**src/rtl/mailbox_pkg.sv**
```systemverilog
// Shared constants for the CPU mailbox: register offsets, STATUS bit
// positions, control bit positions and a STATUS byte builder.
package mailbox_pkg;

  // Register offsets within the 4-byte window (address[1:0])
  localparam logic [1:0] MB_DATA   = 2'd0;
  localparam logic [1:0] MB_STATUS = 2'd1;
  localparam logic [1:0] MB_RXCNT  = 2'd2;
  localparam logic [1:0] MB_CTRL   = 2'd3;

  // STATUS bit positions
  localparam int ST_RX_EMPTY = 0;
  localparam int ST_RX_FULL  = 1;
  localparam int ST_TX_EMPTY = 2;
  localparam int ST_TX_FULL  = 3;
  localparam int ST_TX_OVF   = 4;
  localparam int ST_RX_UNF   = 5;

  // Control register bit positions (write to offset MB_CTRL)
  localparam int MB_CTRL_CLR   = 0;
  localparam int MB_CTRL_FLUSH = 1;

  // Pack the individual flags into the STATUS byte; bits 7:6 read zero.
  function automatic logic [7:0] mb_status(
    input logic rx_empty,
    input logic rx_full,
    input logic tx_empty,
    input logic tx_full,
    input logic tx_ovf,
    input logic rx_unf
  );
    logic [7:0] s;
    s              = 8'h00;
    s[ST_RX_EMPTY] = rx_empty;
    s[ST_RX_FULL]  = rx_full;
    s[ST_TX_EMPTY] = tx_empty;
    s[ST_TX_FULL]  = tx_full;
    s[ST_TX_OVF]   = tx_ovf;
    s[ST_RX_UNF]   = rx_unf;
    return s;
  endfunction

endpackage

```
**src/rtl/sync_fifo.sv**
```systemverilog
// Single-clock FIFO with flush. A push while full is still accepted when
// a pop happens on the same edge (the freed slot is reused). The head is
// forced to zero while empty so the storage never needs a reset.
module sync_fifo #(
  parameter int WIDTH = 8,
  parameter int DEPTH = 16
) (
  input  logic                   clk,
  input  logic                   reset,
  input  logic                   push,
  input  logic                   pop,
  input  logic                   flush,
  input  logic [WIDTH-1:0]       din,
  output logic [WIDTH-1:0]       head,
  output logic                   empty,
  output logic                   full,
  output logic [$clog2(DEPTH):0] count
);

  localparam int AW = $clog2(DEPTH);
  localparam int CW = AW + 1;

  logic [WIDTH-1:0] mem_q [DEPTH];
  logic [AW-1:0]    wr_ptr_q, wr_ptr_d;
  logic [AW-1:0]    rd_ptr_q, rd_ptr_d;
  logic [CW-1:0]    count_q, count_d;
  logic             do_push, do_pop;

  assign empty   = (count_q == '0);
  assign full    = (count_q == CW'(DEPTH));
  assign do_pop  = pop & ~empty;
  assign do_push = push & (~full | do_pop);
  assign head    = empty ? '0 : mem_q[rd_ptr_q];
  assign count   = count_q;

  // Next pointers and occupancy; flush overrides any push or pop
  always_comb begin
    wr_ptr_d = wr_ptr_q;
    rd_ptr_d = rd_ptr_q;
    count_d  = count_q;
    if (flush) begin
      wr_ptr_d = '0;
      rd_ptr_d = '0;
      count_d  = '0;
    end else begin
      if (do_push) wr_ptr_d = wr_ptr_q + AW'(1);
      if (do_pop)  rd_ptr_d = rd_ptr_q + AW'(1);
      case ({do_push, do_pop})
        2'b10:   count_d = count_q + CW'(1);
        2'b01:   count_d = count_q - CW'(1);
        default: count_d = count_q;
      endcase
    end
  end

  // Pointer and count registers
  always_ff @(posedge clk) begin
    if (reset) begin
      wr_ptr_q <= '0;
      rd_ptr_q <= '0;
      count_q  <= '0;
    end else begin
      wr_ptr_q <= wr_ptr_d;
      rd_ptr_q <= rd_ptr_d;
      count_q  <= count_d;
    end
  end

  // Storage write; contents are left unreset
  always_ff @(posedge clk) begin
    if (do_push && !flush) mem_q[wr_ptr_q] <= din;
  end

endmodule

```
**src/rtl/bus_mailbox.sv**
```systemverilog
// CPU-bus mailbox: 4-byte register window bridging the CPU to a TX and an
// RX byte stream. Build option MAILBOX_STICKY_EN enables the sticky
// tx_overflow / rx_underflow flags and their clear control bit.
module bus_mailbox
  import mailbox_pkg::*;
#(
  parameter int         DEPTH = 16,
  parameter logic [7:0] BASE  = 8'h0C
) (
  input  logic       clk,
  input  logic       reset,
  input  logic [7:0] address,
  input  logic [7:0] wdata,
  input  logic       write,
  output logic [7:0] rdata,
  output logic       hit,
  output logic [7:0] tx_data,
  output logic       tx_valid,
  input  logic       tx_ready,
  input  logic [7:0] rx_data,
  input  logic       rx_valid,
  output logic       rx_ready
);

  localparam int CW = $clog2(DEPTH) + 1;

  logic          bus_wr;
  logic          tx_push, tx_pop, rx_push, rx_pop;
  logic          ctrl_wr, flush;
  logic          tx_empty, tx_full, rx_empty, rx_full;
  logic [7:0]    tx_head, rx_head;
  logic [CW-1:0] tx_count, rx_count;
  logic          tx_overflow, rx_underflow;

  // Address decode: a bus action needs both the strobe and a window hit
  assign hit     = (address[7:2] == BASE[7:2]);
  assign bus_wr  = write & hit;
  assign tx_push = bus_wr & (address[1:0] == MB_DATA);
  assign rx_pop  = bus_wr & (address[1:0] == MB_RXCNT);
  assign ctrl_wr = bus_wr & (address[1:0] == MB_CTRL);
  assign flush   = ctrl_wr & wdata[MB_CTRL_FLUSH];

  // Stream handshakes; rx_ready is held low during reset
  assign tx_valid = ~tx_empty;
  assign tx_data  = tx_head;
  assign tx_pop   = tx_valid & tx_ready;
  assign rx_ready = ~rx_full & ~reset;
  assign rx_push  = rx_valid & rx_ready;

  sync_fifo #(.WIDTH(8), .DEPTH(DEPTH)) u_tx_fifo (
    .clk   (clk),
    .reset (reset),
    .push  (tx_push),
    .pop   (tx_pop),
    .flush (flush),
    .din   (wdata),
    .head  (tx_head),
    .empty (tx_empty),
    .full  (tx_full),
    .count (tx_count)
  );

  sync_fifo #(.WIDTH(8), .DEPTH(DEPTH)) u_rx_fifo (
    .clk   (clk),
    .reset (reset),
    .push  (rx_push),
    .pop   (rx_pop),
    .flush (flush),
    .din   (rx_data),
    .head  (rx_head),
    .empty (rx_empty),
    .full  (rx_full),
    .count (rx_count)
  );

`ifdef MAILBOX_STICKY_EN
  logic clr;
  logic tx_ovf_q, tx_ovf_d;
  logic rx_unf_q, rx_unf_d;

  assign clr = ctrl_wr & wdata[MB_CTRL_CLR];

  // Sticky flags: set on a dropped store or an empty pop, cleared by control
  always_comb begin
    tx_ovf_d = tx_ovf_q;
    rx_unf_d = rx_unf_q;
    if (clr) begin
      tx_ovf_d = 1'b0;
      rx_unf_d = 1'b0;
    end else begin
      if (tx_push && tx_full && !tx_pop) tx_ovf_d = 1'b1;
      if (rx_pop && rx_empty)            rx_unf_d = 1'b1;
    end
  end

  // Sticky flag registers
  always_ff @(posedge clk) begin
    if (reset) begin
      tx_ovf_q <= 1'b0;
      rx_unf_q <= 1'b0;
    end else begin
      tx_ovf_q <= tx_ovf_d;
      rx_unf_q <= rx_unf_d;
    end
  end

  assign tx_overflow  = tx_ovf_q;
  assign rx_underflow = rx_unf_q;
`else
  assign tx_overflow  = 1'b0;
  assign rx_underflow = 1'b0;
`endif

  // Register read mux; zero whenever the address misses the window
  always_comb begin
    rdata = 8'h00;
    if (hit) begin
      case (address[1:0])
        MB_DATA:   rdata = rx_head;
        MB_STATUS: rdata = mb_status(rx_empty, rx_full, tx_empty, tx_full,
                                     tx_overflow, rx_underflow);
        MB_RXCNT:  rdata = 8'(rx_count);
        MB_CTRL:   rdata = 8'(tx_count);
        default:   rdata = 8'h00;
      endcase
    end
  end

endmodule

```
**config.mk**
```make
export PLATFORM = sky130hd
export DESIGN_NAME = bus_mailbox
export DESIGN_NICKNAME = d
export VERILOG_FILES = /design/src/rtl/mailbox_pkg.sv /design/src/rtl/sync_fifo.sv /design/src/rtl/bus_mailbox.sv
export SDC_FILE = /design/constraint.sdc
export NUM_CORES = 1
export LEC_CHECK = 0
export BUFFER_PORTS_ARGS = -buffer_cell sky130_fd_sc_hd__buf_2
export CAP_MARGIN = 25
export CELL_PAD_IN_SITES_DETAIL_PLACEMENT = 1
export CELL_PAD_IN_SITES_GLOBAL_PLACEMENT = 1
export CORE_MARGIN = 2
export CORE_UTILIZATION = 40
export CTS_CLUSTER_DIAMETER = 120
export DETAILED_ROUTE_END_ITERATION = 10
export PLACE_DENSITY = 0.64
export SETUP_SLACK_MARGIN = 0.2
export SLEW_MARGIN = 20
export SYNTH_ARGS = -nofsm -noshare
export SYNTH_HDL_FRONTEND = slang
export SYNTH_SLANG_ARGS = --single-unit
export TNS_END_PERCENT = 1
```
**constraint.sdc**
```tcl
create_clock -name clk -period 2.6 [get_ports clk]
set_input_delay 0.39 -clock clk [delete_from_list [all_inputs] [get_ports clk]]
set_output_delay 0.39 -clock clk [all_outputs]
set_load 0.01 [all_outputs]
```
==> metrics.md, run 1 <==
| Metric | Value |
|---|---|
| H-tree Lvls | 1 |
| RSZ-0062 raised after global routing | true |
| Num rows | 63 |
| CP Launch Type | flop |
| IO Pins | 48 |
| Grt ovf | 0 |
| Clock transition at path regs | 0.06 ns |
| Most used cell, CP | mux4_2 |
| Area Growth Syn to Fin | 19.34% |
| Die span in y | 176.7 um |
| Setup TNS | -2.975 ns |
| HP Class | input port to flop |
| Slowest stage delay, CP | 0.55 ns |
| CTS max path bufs | 3 |
| Worst setup path class | flop to output port |
| Maxcap violations | 0 |
| Largest family of logic cells by synthesized area | multiplexers |
| Data required time at the worst endpoint | 2.21 ns |
| DRC viols | 0 |
| Slew margin rel. | 54.34% |
| Post-synthesis mux area share | 14.62% |
| HPWL after DPL | 18360 um |
| # nets final | 834 |
| Total GRT Usage | 17.19% |
| Drt pass-1 iters | 4 |
| Reg2reg path depth | 11 |
| Cells after synthesis | 676 |
| Hold depth | 3 |
| Post-DR vias/cell | 5.313 |
| Worst slew pin tran | 0.6839 ns |
| Clock latency at the later pin of the worst-skew pair | 0.53 ns |
| Synth warnings | 0 |
| Worst setup EP type | output port |
| TritonCTS Buffers | 29 |
| Fill count | 2837 |
| Post-synthesis simple-gate area fraction | 7.323% |
| Final GP Congestion | 0.8145 |
| Max Fclk | 0.3541 GHz |
| Most frequent cells in the layout | 256 x edfxtp_1, 72 x mux4_2, 47 x buf_2 |
| Net count after synthesis | 724 |
| Critical Path Fanout Max | 17 |
| Crit. path cell count | 5 |
| Post-synth EDFFs | 256 |
| Critical Path AT | 2.43 ns |
| Post-layout util | 48.27% |
| Worst vdd ir | 0.0005550 V |
| Synth Register Bits | 290 |
| Diode count | 0 |
| Synthesized area | 0.01193 sq mm |
| I/O Buffers | 47 |
| Synth Area in Compound Gates | 2.592% |
| Initial antenna violation count | 0 |
| Synth Area in XOR/XNOR | 1.102% |
| Detail Route Antenna Nets | 0 |
| Iteration-0 DRC Markers | 446 |
| Final worst path period share | 108.6% |
| Clk sink count | 290 |
| Crit-path leading delay family | multiplexers |
| Setup ws final | -0.2242 ns |
| Initial Util | 40.45% |
| Vias in the first global route | 6934 |
| Violated checks | negative setup slack |
| Commonest non-fill, non-tap cell in the layout | edfxtp_1 |
| Worst Skew | 0.006141 ns |
| Vias | 6354 |
| CP Buf/Inv Count | 2 |
| Top_reg_cell synth | edfxtp_1 |
| Die width | 176.7 um |
| Worst hold slack | 0.2172 ns |
| Root Driver | clkbuf_16 |
| First-pass GRT wire length | 40790 um |
| Largest net degree at the start of global routing | 33 |
| Ys async rst share | 0% |
| Post-DP Area | 0.01320 sq mm |
| Final setup viols | 16 |
| Post-DR wirelength/cell | 21.92 um |
| DP Worst Slack | -0.3202 ns |
| Final WL | 26220 um |
| Fin. Hold Viols | 0 |
| Share of layout cells above drive strength 1 | 34.24% |
| Post-Synth Adder-Cell Area | 2.119% |
| Status | finished with violations |
| Sequential fraction of the synthesis area | 70.17% |
| Core Region | 0.02948 sq mm |
| Avg Inst Size Synth | 17.64 sq um |
| Critical-path top delay cell | mux4_2 |
| Final instance area | 0.01423 sq mm |
| Netlist cell types | 50 |
| PwrDens | 732.8 mW/mm^2 |
| Die area | 0.03121 sq mm |
| Leakage | 0.004667 uW |
| TritonCTS clock tree | built |
| Final-report max-slew violation count | 0 |
| Sequence of cells on the critical path | buf_12 > mux4_2 > mux4_2 > nor2b_1 > buf_2 |
| Final period demand of the worst path | 2.824 ns |
[tightest hold or removal path, delay by kind of cell]
kind	cells	cell delay (ns)
AND/OR/NAND/NOR	1	0.13
multiplexers	1	0.06
buffers and inverters	1	0.13
[kinds of logic after synthesis]
family | count (synthesis)
buffers and inverters | 53
AOI/OAI and AO/OA | 49
muxes | 84
and+or+nand+nor | 166
xor gates and xnor gates | 15
DFF | 290
adders and majority gates | 19
[path summary, 6_finish.rpt]
check	start	to	slack, ns
setup reg to reg	u_rx_fifo.count[1]$_SDFFE_PP0P_	u_rx_fifo.count[4]$_SDFFE_PP0P_	-0.10
hold reg to reg	u_tx_fifo.wr_ptr_q[1]$_SDFFE_PP0P_	u_tx_fifo.wr_ptr_q[1]$_SDFFE_PP0P_	0.53
setup / recovery	flop	tx_data[3]	-0.22
hold / removal	reset	u_tx_fifo.count[1]$_SDFFE_PP0P_	0.22
[where the power goes]
group | switching [uW] | internal [uW] | total, uW
registers | 46.5 | 5110 | 5160
logic | 752 | 717 | 1470
clock network | 1670 | 2130 | 3800
total | 2460 | 7970 | 10400
[through the flow]
step,power [uW],instances
2_1_floorplan,6113,676
3_3_place_gp,6604,1143
3_5_place_dp,6655,1143
4_1_cts,10460,1195
5_1_grt,10820,1196
6_report,10430,1196
[synth_stat cells, types with 5 or more instances]
| cell | instances | share of area (%) |
|---|---|---|
| clkbuf_1 | 11 | 0.35 |
| nor3b_1 | 5 | 0.31 |
| nor2b_1 | 17 | 0.89 |
| edfxtp_1 | 256 | 64 |
| nor2_1 | 38 | 1.2 |
| buf_1 | 6 | 0.19 |
| and2_1 | 13 | 0.68 |
| nand3_1 | 15 | 0.63 |
| ha_1 | 17 | 1.8 |
| xnor2_1 | 7 | 0.51 |
| buf_4 | 5 | 0.31 |
| a21oi_1 | 18 | 0.76 |
| nor3_1 | 12 | 0.50 |
| a211oi_1 | 7 | 0.44 |
| inv_1 | 21 | 0.66 |
| buf_2 | 6 | 0.25 |
| o21ai_0 | 8 | 0.34 |
| mux2i_1 | 11 | 0.92 |
| xor2_1 | 8 | 0.59 |
| mux4_2 | 72 | 14 |
| nand2_1 | 37 | 1.2 |
| dfxtp_1 | 34 | 5.7 |
[registers in the layout (all words and copies together) (netlist names), named ones only]
register	cells
u_tx_fifo.count	5
u_tx_fifo.mem_q	128
u_rx_fifo.mem_q	128
u_rx_fifo.wr_ptr_q	4
u_tx_fifo.wr_ptr_q	4
u_rx_fifo.count	5
u_tx_fifo.rd_ptr_q	4
u_rx_fifo.rd_ptr_q	4
[per-layer routing]
layer / global-route usage (%) / share of wire (%) / routed length [um]
met3: 2.728 / 4.0 / 1048
met2: 30.39 / 52 / 13680
met4: 4.098 / 2.1 / 555
met5: 0 / 0 / 0
met1: 22.28 / 42 / 10930
[final cells by class]
cell class / count / area [sq um] / share of cell area [%]
Clock buffer: 34 / 744.5 / 5.231
Tap cell: 390 / 488.0 / 3.429
Multi-Input combinational cell: 333 / 3460 / 24.31
Sequential cell: 290 / 8386 / 58.92
Clock inverter: 17 / 112.6 / 0.7913
Inverter: 22 / 85.08 / 0.5979
Timing Repair Buffer: 110 / 955.9 / 6.717
[what timing repair did]
item	in CTS	in global routing
hold buffers	0	0
endpoints found under the setup margin	28	110
endpoints found under the hold margin	0	0
buffers inserted	1	1
pin swaps	12	5
resized for setup	17	30
gates cloned	0	0
Power figures use the tool's default switching activity.
==> run 2: changes to the inputs <==
Settings changed: REMOVE_ABC_BUFFERS set to 1.
==> run 2 against run 1 <==
The run still ends with negative setup slack left. Sequential power barely moved. Sequential share of layout area is 1.8 points lower. Design area increased by 3.3%. First-iteration DRC count down 8.7%. Critical path type unchanged.
==> metrics.md, run 2 (synthesis results as in run 1) <==
| Metric | Value |
|---|---|
| Met3 Track Usage GR | 2.470% (-0.26 points) |
| Die width | 176.7 um (unchanged) |
| Clk sink count | 290 (unchanged) |
| Worst hold slack | 0.1922 ns (-0.02499 ns) |
| Initial antenna violation count | 0 (unchanged) |
| Initial Util | 40.45% (unchanged) |
| Vias | 6503 (+2.3%) |
| # nets final | 862 (+3.4%) |
| Largest net degree at the start of global routing | 33 (unchanged) |
| Max Fclk | 0.3498 GHz (-1.2%) |
| Vias in the first global route | 7176 (+3.5%) |
| Setup ws final | -0.2584 ns (-0.03417 ns) |
| Drt pass-1 iters | 4 (unchanged) |
| Slew margin rel. | 58.72% (+4.4 points) |
| Leakage | 0.004888 uW (+4.7%) |
| Commonest non-fill, non-tap cell in the layout | edfxtp_1 |
| Worst slew pin tran | 0.6186 ns (-0.06532 ns) |
| CP Launch Type | flop |
| Reg2reg path depth | 11 (unchanged) |
| Hold Buf Count CTS | 0 (unchanged) |
| Share of layout cells above drive strength 1 | 36.04% (+1.8 points) |
| Final period demand of the worst path | 2.858 ns (+0.03417 ns) |
| RSZ-0062 raised after global routing | true |
| PwrDens | 742.3 mW/mm^2 (+1.3%) |
| Worst setup path class | flop to output port |
| Core Region | 0.02948 sq mm (unchanged) |
| TritonCTS clock tree | built |
| Fin. Hold Viols | 0 (unchanged) |
| Top Registers | u_rx_fifo.mem_q (128), u_tx_fifo.mem_q (128) |
| Placed instance count | 1153 (+0.87%) |
| Met2 Use GR | 32.08% (+1.7 points) |
| Detail Route Antenna Nets | 0 (unchanged) |
| Final setup viols | 17 (+1) |
| M1 GR Usage | 22.11% (-0.18 points) |
| Most frequent cells in the layout | 256 x edfxtp_1, 72 x mux4_2, 59 x buf_4 |
| Final-report max-slew violation count | 0 (unchanged) |
| Total GRT Usage | 17.62% (+0.43 points) |
| Hold depth | 3 (unchanged) |
| Grt peak-use layer | met2 |
| Worst setup EP type | output port |
| HPWL after DPL | 18220 um (-0.73%) |
| Clock latency at the later pin of the worst-skew pair | 0.56 ns (+0.03 ns) |
| Final WL | 27160 um (+3.6%) |
| Die area | 0.03121 sq mm (unchanged) |
| Critical Path Fanout Max | 5 (-12) |
| I/O Buffers | 47 (unchanged) |
| Status | finished with violations |
| Num rows | 63 (unchanged) |
| Die span in y | 176.7 um (unchanged) |
| Final std cells w/o fill | 1228 (+2.7%) |
| Post-DR wirelength/cell | 22.12 um (+0.89%) |
| First-pass GRT wire length | 41680 um (+2.2%) |
| IO Pins | 48 (unchanged) |
| Fill count | 2809 (-0.99%) |
| Data required time at the worst endpoint | 2.21 ns (about the same) |
| Worst Skew | 0.01447 ns (+0.008327 ns) |
| Post-DR vias/cell | 5.296 (-0.32%) |
| Post-layout util | 49.85% (+1.6 points) |
| Area Growth Syn to Fin | 23.23% |
| DRC viols | 0 (unchanged) |
| H-tree Lvls | 1 (unchanged) |
| Violated checks | negative setup slack |
| Final GP Congestion | 0.8532 (+4.8%) |
| CTS max path bufs | 3 (unchanged) |
| Clock transition at path regs | 0.06 ns (about the same) |
| Critical Path AT | 2.47 ns (+0.04 ns) |
| Iteration-0 DRC Markers | 407 (-8.7%) |
| Root Driver | clkbuf_16 |
| Grt ovf | 0 (unchanged) |
| Final worst path period share | 109.9% (+1.3 points) |
| Worst vdd ir | 0.0004370 V (-21%) |
| HP Class | input port to flop |
| Maxcap violations | 0 (unchanged) |
| Diode count | 0 (unchanged) |
| TritonCTS Buffers | 30 (+3.4%) |
==> run 2: cell count changes in the layout (fill, tap and decap cells not counted), sizes merged <==
| cell | before | now |
|---|---|---|
| clkinv | 14 | 11 |
| buf | 110 | 135 |
| clkbuf | 34 | 43 |
| bufinv | 1 | 2 |
==> run 2: worst paths after layout <==
| path | start | to | slack (ns) |
|---|---|---|---|
| worst min register to register | u_tx_fifo.rd_ptr_q[1]$_SDFFE_PP0N_ | flop | 0.51 |
| worst min-delay path | reset | u_tx_fifo.count[1]$_SDFFE_PP0P_ | 0.19 |
| worst max register to register | u_rx_fifo.count[0]$_SDFFE_PP0P_ | u_rx_fifo.count[4]$_SDFFE_PP0P_ | -0.17 |
| worst max-delay path | flop | rdata[4] | -0.26 |
==> run 2: per-layer routing <==
metal  vias up  share of wire, %
met5         -                 0
met4         0               1.7
met3        39               3.9
met2       113                53
met1      3408                41
li1       2943                 -
==> run 2: what timing repair did <==
action	in CTS	in global routing
gates cloned	0	2
pin swaps	9	11
setup endpoints to repair	85	114
gates resized for setup	40	27
setup buffers	6	11
==> run 2: final cells by class <==
| class | instances | area (sq um) | area share (%) |
|---|---|---|---|
| Timing Repair Buffer | 137 | 1297 | 8.829 |
| Clock buffer | 41 | 823.3 | 5.602 |
| Tap cell | 390 | 488.0 | 3.321 |
| Inverter | 22 | 82.58 | 0.5619 |
| Multi-Input combinational cell | 333 | 3488 | 23.74 |
| Clock inverter | 15 | 127.6 | 0.8685 |
| Sequential cell | 290 | 8388 | 57.08 |
==> run 2: through the flow <==
| step | cell area [sq um] | setup slack (ns) | TNS (ns) | total power (uW) |
|---|---|---|---|---|
| finish | 14700 | -0.2584 | -3.341 | 10910 |
| global route | 14700 | -0.3511 | -4.846 | 11310 |
| CTS | 14430 | -0.2783 | -3.972 | 10930 |
| detailed placement | 13290 | -0.4176 | -0.5066 | 6681 |
| global placement | 13290 | -0.2708 | -0.2708 | 6620 |
| floorplan | 11760 | -0.5065 | -6.566 | 6056 |
==> run 2: worst max-delay path: stages, from the launching register on <==
cell and delay (ns):
dfxtp_4 0.39, buf_12 0.13, mux4_2 0.52, mux4_2 0.50
nor3_2 0.14, nor3_1 0.10, buf_2 0.15
==> run 2: power breakdown <==
| group | leakage (uW) | total (uW) | internal (uW) | switching (uW) |
|---|---|---|---|---|
| Combinational | 0.00184 | 1580 | 808 | 769 |
| Clock | 0.000462 | 4150 | 2410 | 1740 |
| Sequential | 0.00258 | 5180 | 5110 | 67.4 |
| Total | 0.00489 | 10900 | 8330 | 2580 |
==> run 3: changes to the inputs <==
Settings changed: CORE_MARGIN 2 to 3, CORE_UTILIZATION 40 to 48, PLACE_DENSITY 0.64 to 0.74.
==> run 3 against run 2 <==
The run still ends with negative setup slack left. Global-route usage is 3.2 points higher. Cell count shrank 7.2%. Non-clock buffer count down 19. Register-to-register slack got worse by 0.04 ns. Sequential share of layout area is 0.99 points higher. Combinational power decreased by 4%. Clock-buffer cell count decreased by 2. Critical path depth is 1 lower. Sequential power about the same. Largest cell class unchanged.
==> metrics.md, run 3 (synthesis results as in run 1) <==
| Metric | Value |
|---|---|
| Status | finished with violations |
| Violated checks | negative setup slack |
| First-pass GRT wire length | 41950 um (+0.63%) |
| Worst setup path class | flop to output port |
| Die area | 0.02677 sq mm (-14%) |
| Setup ws final | -0.2257 ns (+0.03265 ns) |
| TritonCTS Buffers | 29 (-3.3%) |
| Top Registers | u_rx_fifo.mem_q (128), u_tx_fifo.mem_q (128) |
| Most frequent cells in the layout | 256 x edfxtp_1, 72 x mux4_2, 47 x buf_2 |
| Die width | 163.6 um (-7.4%) |
| Largest net degree at the start of global routing | 33 (unchanged) |
| Leakage | 0.004801 uW (-1.8%) |
| Pint | 8255 uW (-0.91%) |
| Iteration-0 DRC Markers | 424 (+4.2%) |
| Maxcap violations | 0 (unchanged) |
| TritonCTS clock tree | built |
| H-tree Lvls | 1 (unchanged) |
| Critical Path AT | 2.44 ns (-0.03 ns) |
| Die span in y | 163.6 um (-7.4%) |
| M1 GR Usage | 25.83% (+3.7 points) |
| Setup TNS | -2.962 ns (+0.3796 ns) |
| Worst setup EP type | output port |
| DRC viols | 0 (unchanged) |
| Clk sink count | 290 (unchanged) |
| # nets final | 842 (-2.3%) |
| Final worst path period share | 108.7% (-1.3 points) |
| Met3 Track Usage GR | 2.942% (+0.47 points) |
| Commonest non-fill, non-tap cell in the layout | edfxtp_1 |
| Critical Path Fanout Max | 9 (+4) |
| Met2 Use GR | 38.21% (+6.1 points) |
| DP Worst Slack | -0.5037 ns (-0.08606 ns) |
| CTS max path bufs | 3 (unchanged) |
| Slew margin rel. | 59.42% (+0.70 points) |
| Worst Skew | 0.01233 ns (-0.002134 ns) |
| Clock transition at path regs | 0.06 ns (about the same) |
| Post-DR wirelength/cell | 24.00 um (+8.5%) |
| Final GP Congestion | 0.8773 (+2.8%) |
| Sequential power share | 48.3% (+0.8 points) |
| Drt pass-1 iters | 5 (+1) |
| Area Growth Syn to Fin | 21.14% |
| Sw frac | 23.32% (-0.31 points) |
| Vias | 6464 (-0.60%) |
| Grt ovf | 0 (unchanged) |
| HP Class | input port to flop |
| IO Pins | 48 (unchanged) |
| Final setup viols | 17 (unchanged) |
| Final period demand of the worst path | 2.826 ns (-0.03265 ns) |
| Total GRT Usage | 20.78% (+3.2 points) |
| Initial antenna violation count | 0 (unchanged) |
| Fin. Hold Viols | 0 (unchanged) |
| Core Region | 0.02439 sq mm (-17%) |
| Hold Buf Count CTS | 0 (unchanged) |
| Clock latency at the later pin of the worst-skew pair | 0.54 ns (-0.02 ns) |
| Final WL | 27340 um (+0.65%) |
| CP Launch Type | flop |
| Worst slew pin tran | 0.6079 ns (-0.01073 ns) |
| Fill count | 2181 (-22%) |
| I/O Buffers | 47 (unchanged) |
| Share of layout cells above drive strength 1 | 37.18% (+1.1 points) |
| Initial Util | 48.89% (+8.4 points) |
| Post-layout util | 59.23% (+9.4 points) |
| RSZ-0062 raised after global routing | true |
| PwrDens | 745.2 mW/mm^2 (+0.38%) |
| Part of the power in combinational logic | 14.1% (-0.4 points) |
| Grt peak-use layer | met2 |
| HPWL after DPL | 18420 um (+1.1%) |
| Detail Route Antenna Nets | 0 (unchanged) |
| Max Fclk | 0.3539 GHz (+1.2%) |
| Num rows | 57 (-9.5%) |
| Final-report max-slew violation count | 0 (unchanged) |
| Worst hold slack | 0.2230 ns (+0.03081 ns) |
| Clock power frac | 37.6% (-0.4 points) |
| Root Driver | clkbuf_16 |
| Post-DR vias/cell | 5.675 (+7.2%) |
| P_sw | 2511 uW (-2.6%) |
| Diode count | 0 (unchanged) |
| Worst vdd ir | 0.0005536 V (+27%) |
| Data required time at the worst endpoint | 2.21 ns (about the same) |
| Power, Total | 10770 uW (-1.3%) |
| Vias in the first global route | 7074 (-1.4%) |
[run 3: final timing paths]
| kind | slack, ns | to | cells after the start | startpoint |
|---|---|---|---|---|
| max | -0.23 | tx_data[5] | 5 | flop |
| max reg2reg | -0.21 | u_rx_fifo.count[4]$_SDFFE_PP0P_ | 11 | u_rx_fifo.count[1]$_SDFFE_PP0P_ |
| min reg2reg | 0.52 | u_rx_fifo.wr_ptr_q[1]$_SDFFE_PP0P_ | 2 | u_rx_fifo.wr_ptr_q[1]$_SDFFE_PP0P_ |
| min | 0.22 | u_tx_fifo.count[1]$_SDFFE_PP0P_ | 3 | reset |
[run 3: final cells by class]
cell class | count | area [sq um] | share of cell area (%)
Inverter | 22 | 82.58 | 0.5716
Sequential cell | 290 | 8389 | 58.07
Tap cell | 324 | 405.4 | 2.806
Clock inverter | 13 | 88.84 | 0.6149
Timing Repair Buffer | 118 | 1094 | 7.570
Multi-Input combinational cell | 333 | 3540 | 24.50
Clock buffer | 39 | 847.1 | 5.863
[run 3: metrics by stage]
| stage | instances | area (sq um) |
|---|---|---|
| after floorplan | 645 | 11760 |
| after global placement | 1075 | 13100 |
| after detailed placement | 1075 | 13100 |
| after CTS | 1136 | 14270 |
| after global routing | 1139 | 14450 |
| final | 1139 | 14450 |
[run 3: what timing repair did]
item / in CTS / in global routing
gates resized for setup: 45 / 32
buffers inserted: 9 / 1
pin swaps: 14 / 10
endpoints found under the setup margin: 68 / 86
cloned: 0 / 2
[run 3: worst max-delay path: stages, from the launching register on]
cell and delay, ns:
dfxtp_4 0.43, clkbuf_16 0.21, mux4_2 0.51, mux4_2 0.48, nor2b_1 0.14, buf_2 0.13
[run 3: power groups by stage]
stage	logic [uW]	clock network, uW	registers, uW
final	1520	4050	5200
after global routing	1640	4330	5210
after CTS	1430	4130	5180
after detailed placement	1360	0	5270
after global placement	1290	0	5270
after floorplan	711	0	5340
[run 3: layer usage]
metal | share of wire, % | wire, um
met1 | 40 | 10920
met4 | 2.5 | 670
met5 | 0 | 0
met3 | 3.4 | 932
met2 | 54 | 14810
